`config.mk`:
```
export PLATFORM = sky130hd
export DESIGN_NAME = jk_excitation_driver
export DESIGN_NICKNAME = d
export VERILOG_FILES = /design/src/rtl/jk_excitation_driver.sv
export SDC_FILE = /design/constraint.sdc
export NUM_CORES = 1
export LEC_CHECK = 0
export BUFFER_PORTS_ARGS = -buffer_cell sky130_fd_sc_hd__buf_2
export CAP_MARGIN = 20
export CORE_MARGIN = 5
export CORE_UTILIZATION = 50
export DETAILED_ROUTE_END_ITERATION = 16
export HOLD_SLACK_MARGIN = 0.05
export PLACE_DENSITY = 0.71
export SYNTH_ARGS = -nofsm -noshare
export SYNTH_HDL_FRONTEND = slang
export SYNTH_SLANG_ARGS = --single-unit
export TNS_END_PERCENT = 50
```
`constraint.sdc`:
```
create_clock -name clk_i -period 2.9 [get_ports clk_i]
set_input_delay 0.145 -clock clk_i [delete_from_list [all_inputs] [get_ports clk_i]]
set_output_delay 0.145 -clock clk_i [all_outputs]
set_load 0.05 [all_outputs]
```
`src/rtl/jk_excitation_driver.sv`:
```
// jk_excitation_driver
//   Plays an N-bit target pattern LSB first into a downstream JK flip-flop.
//   For each bit it drives the J/K pair that moves the flip-flop from its
//   modelled state to the target bit. It also checks the fed-back Q against
//   the expected sequence and counts the bits that differ.
//
// Ports
//   clk_i        rising-edge clock
//   rst_ni       asynchronous active-low reset (share with the downstream FF)
//   enable_i     advance qualifier; 0 freezes all state and forces J=K=0
//   start_i      play request, honoured only in idle
//   pattern_i    target bits, bit 0 played first, latched on acceptance
//   q_fb_i       Q of the downstream JK flip-flop
//   j_o, k_o     J/K drive to the downstream flip-flop
//   busy_o       high while playing bits or doing the final check
//   done_o       one-cycle completion pulse
//   mismatch_o   sticky: some compared bit differed in the current/last run
//   err_count_o  number of mismatching bits in the current/last run
module jk_excitation_driver #(
  parameter int unsigned N          = 8,
  parameter bit          USE_TOGGLE = 1'b0
) (
  input  logic                   clk_i,
  input  logic                   rst_ni,
  input  logic                   enable_i,
  input  logic                   start_i,
  input  logic [N-1:0]           pattern_i,
  input  logic                   q_fb_i,
  output logic                   j_o,
  output logic                   k_o,
  output logic                   busy_o,
  output logic                   done_o,
  output logic                   mismatch_o,
  output logic [$clog2(N+1)-1:0] err_count_o
);

  localparam int unsigned IdxW = $clog2(N);
  localparam int unsigned CntW = $clog2(N + 1);

  typedef enum logic [1:0] {StIdle, StRun, StCheck, StDone} state_e;

  state_e            state_q;
  logic [N-1:0]      pat_q;
  logic [IdxW-1:0]   idx_q;
  logic              model_q;     // expected Q of the downstream flip-flop
  logic              mismatch_q;
  logic [CntW-1:0]   err_q;

  logic              cur_bit;
  logic [IdxW-1:0]   idx_prev;
  logic              last_idx;
  logic              cmp_en;
  logic              cmp_ref;
  logic              miss;

  assign cur_bit  = pat_q[idx_q];
  assign idx_prev = idx_q - IdxW'(1);
  assign last_idx = (idx_q == IdxW'(N - 1));

  // The flip-flop output seen at an edge reflects the bit driven in the
  // preceding cycle, so RUN checks the previous bit and CHECK the last one.
  always_comb begin
    cmp_en  = 1'b0;
    cmp_ref = 1'b0;
    unique case (state_q)
      StRun: begin
        cmp_en  = (idx_q != '0);
        cmp_ref = pat_q[idx_prev];
      end
      StCheck: begin
        cmp_en  = 1'b1;
        cmp_ref = pat_q[N-1];
      end
      default: ;
    endcase
  end

  assign miss = cmp_en & (q_fb_i != cmp_ref);

  // J/K only move the flip-flop when the model differs from the target bit.
  always_comb begin
    j_o = 1'b0;
    k_o = 1'b0;
    if (enable_i && (state_q == StRun) && (model_q != cur_bit)) begin
      if (USE_TOGGLE) begin
        j_o = 1'b1;
        k_o = 1'b1;
      end else begin
        j_o = cur_bit;
        k_o = ~cur_bit;
      end
    end
  end

  always_ff @(posedge clk_i or negedge rst_ni) begin
    if (!rst_ni) begin
      state_q    <= StIdle;
      pat_q      <= '0;
      idx_q      <= '0;
      model_q    <= 1'b0;
      mismatch_q <= 1'b0;
      err_q      <= '0;
    end else if (enable_i) begin
      if (miss) begin
        mismatch_q <= 1'b1;
        err_q      <= err_q + CntW'(1);
      end
      unique case (state_q)
        StIdle: begin
          if (start_i) begin
            pat_q      <= pattern_i;
            idx_q      <= '0;
            mismatch_q <= 1'b0;
            err_q      <= '0;
            state_q    <= StRun;
          end
        end
        StRun: begin
          model_q <= cur_bit;
          if (last_idx) begin
            state_q <= StCheck;
          end else begin
            idx_q <= idx_q + IdxW'(1);
          end
        end
        StCheck: state_q <= StDone;
        StDone:  state_q <= StIdle;
        default: state_q <= StIdle;
      endcase
    end
  end

  assign busy_o      = (state_q == StRun) || (state_q == StCheck);
  assign done_o      = (state_q == StDone);
  assign mismatch_o  = mismatch_q;
  assign err_count_o = err_q;

endmodule

```
==> run metrics <==
TritonCTS Sinks 19; vias in the first global route 918; hold path endpoint pat_q[0]; Tot Pwr 1.603 mW; routed wire length per instance 16.80 um; clk root buf clkbuf_4; antenna violations before repair 0; 1st-pass router iterations 4; Detailed Route Iter0 Violations 40; drc violations 0; FFs w/ async S/R, synth 1.000; Port Buf Inserts 21; grt ovf 0; n_diodes 0; R2R setup slack 0.22 ns; ranking of synthesized cells by area dfrtp_1 41%, ha_1 11%, mux2_2 8.8%; Cells after Synth 100; Initial Util 0.5215; Max Buffers Root-to-Sink 2; Post-synth EDFFs 0; Hold Vio Cnt, Final 0; Worst Path Required 3.10 ns; max-slew violations 0; post-detailed-routing wire length 2604 um; FMAX 373.0 MHz; post-placement cell area 1286 um2; hold crit path type input port to flip-flop; RSZ-0062 raised after global routing false; Setup TNS 0 ns; Tmin final 2.681 ns; Final nets 151; CTS buffer count 3; synth warn 0; die extent in x 58.04 um; vias 914; largest net degree at the start of global routing 20; Total GRT Usage 0.1713; row count 17; first-pass GRT wire length 4353 um; most common cell in the netlist dfrtp_1; r2r startpoint idx_q[0]; Util after Layout 0.6086; Finished Cell Area 1346 um2; Synth Flop Type dfrtp_1; WHS Path Cells 2; Post-Syn Area 1154 um2; layout cell share with drive strength beyond 1 0.3071; Hold Startpoint pattern_i[0]; #FFs+latches synth 19; Min Hold Slack 0.06225 ns; post-DP HPWL 1973 um; r2r endpoint err_count_o[1]; Critical Path AT 2.88 ns; final weighted congestion in routability-driven placement 0.8324; setup slack after layout 0.2193 ns; Final ANT Viol Nets 0; Placed Cells 148; CP Max Fanout 8; Mean Syn Cell Area 11.54 um2; Layout Cells excl Fill 155; Synth cell types 32; maximum capacitance violations 0; pwr dens 1190 nW/um2; top cells by count, synth 19 x dfrtp_1, 10 x ha_1, 9 x mux2_2, 9 x nand2_1, 8 x inv_1; worst-margin pin slew 0.4539 ns; core area 2212 um2; critical path class flip-flop to flip-flop; CTS H-tree lvls 1; maximum vdd drop 669.6 uV; CTS clock-pin slew for the worst setup and hold paths 0.11 ns; Leakage 0.6322 nW; Critical Path Sink Type flip-flop; Area Growth Syn to Fin 16.70%; relative slew slack 0.6966; full die area 3368 um2; # IOs 22; Startpoint Class flip-flop; post-CTS setup buffers 0; area leader, netlist dfrtp_1; hold buffers post-CTS 2; DP Worst Slack 0.2192 ns; Die H 58.04 um; fin crit share 0.9244; vias per cell 5.897; top-area cell type share of the netlist area 0.4121; register area share after synthesis 0.4121; status complete, no violations; Clock Skew 0.004487 ns; Register-to-Register Path Depth 8; Mapped Nets 123; Setup Viol. Count Final 0; CTS tree yes; post-cts resize count 0; worst skew pair latency 0.31 ns
==> power breakdown <==
part | switching (mW) | total (mW) | internal [mW] | leakage (nW)
combinational | 0.543 | 0.931 | 0.388 | 0.396
clock | 0.0877 | 0.140 | 0.0527 | 0.0139
sequential | 0.139 | 0.531 | 0.392 | 0.222
total | 0.770 | 1.60 | 0.833 | 0.632
==> worst max-delay path, cell delays in order, from the launching register on <==
cell and delay [ns]:
dfrtp_1 0.49, inv_1 0.13, ha_1 0.36, mux4_1 0.57, mux2i_1 0.14, o21ai_1 0.09, mux2_4 0.35, and3_1 0.18
a221o_1 0.26
==> sequential cells by signal, indices dropped and copies added, names as in the netlist <==
| register | flops |
|---|---|
| idx_q | 3 |
| err_count_o | 4 |
| model_q | 1 |
| pat_q | 8 |
| state_q | 2 |
| mismatch_o | 1 |
==> cell usage in the layout, fill, tap and decap left out, types with 2 or more instances in the layout <==
| cell type | count |
|---|---|
| a21oi_1 | 4 |
| a22oi_1 | 2 |
| buf_2 | 21 |
| clkbuf_4 | 3 |
| dfrtp_1 | 19 |
| dlygate4sd3_1 | 3 |
| ha_1 | 10 |
| inv_1 | 8 |
| mux2_2 | 9 |
| mux2i_1 | 3 |
| mux4_1 | 3 |
| nand2_1 | 9 |
| nand3_1 | 3 |
| nor2_1 | 2 |
| o211ai_1 | 4 |
| o21ai_0 | 5 |
==> layout make-up <==
type	instances	area, um2
Tap cell	28	35.03
Clock buffer	3	22.52
Timing Repair Buffer	24	135.1
Sequential cell	19	475.5
Multi-Input combinational cell	72	640.6
Fill cell	201	865.8
Clock inverter	1	7.507
Inverter	8	30.03
==> routing by layer <==
layer  track usage  vias up  part of all wire
met5             0        -                 0
met4       0.07947        0             0.020
met3       0.03563        5             0.054
met2        0.2855       26              0.51
met1        0.2115      457              0.41
li1              -      426                 -
==> worst max-delay path by stage <==
stage	start	end	slack, ns	cells after the start
detailed placement	idx_q[0]	err_count_o[1]	0.22	8
floorplan	state_q[1]	j_o	0.40	4
global placement	idx_q[0]	err_count_o[1]	0.34	8
finish	idx_q[0]	err_count_o[1]	0.22	8
CTS	idx_q[0]	err_count_o[1]	0.20	8
global route	idx_q[0]	err_count_o[1]	0.08	8
==> cells by family (layout without fill, tap and decap cells) <==
logic type,count (synthesis),in the layout,share of synthesized area
AND/OR/NAND/NOR,23,23,0.1052
AO/OA/AOI/OAI,21,21,0.1193
flip-flops,19,19,0.4122
multiplexers,17,17,0.2148
adder cells (fa/ha/maj),10,10,0.1085
buffers and inverters,9,36,0.03254
XOR/XNOR,1,1,0.007594
No activity file was read; power rests on OpenSTA's default activity.
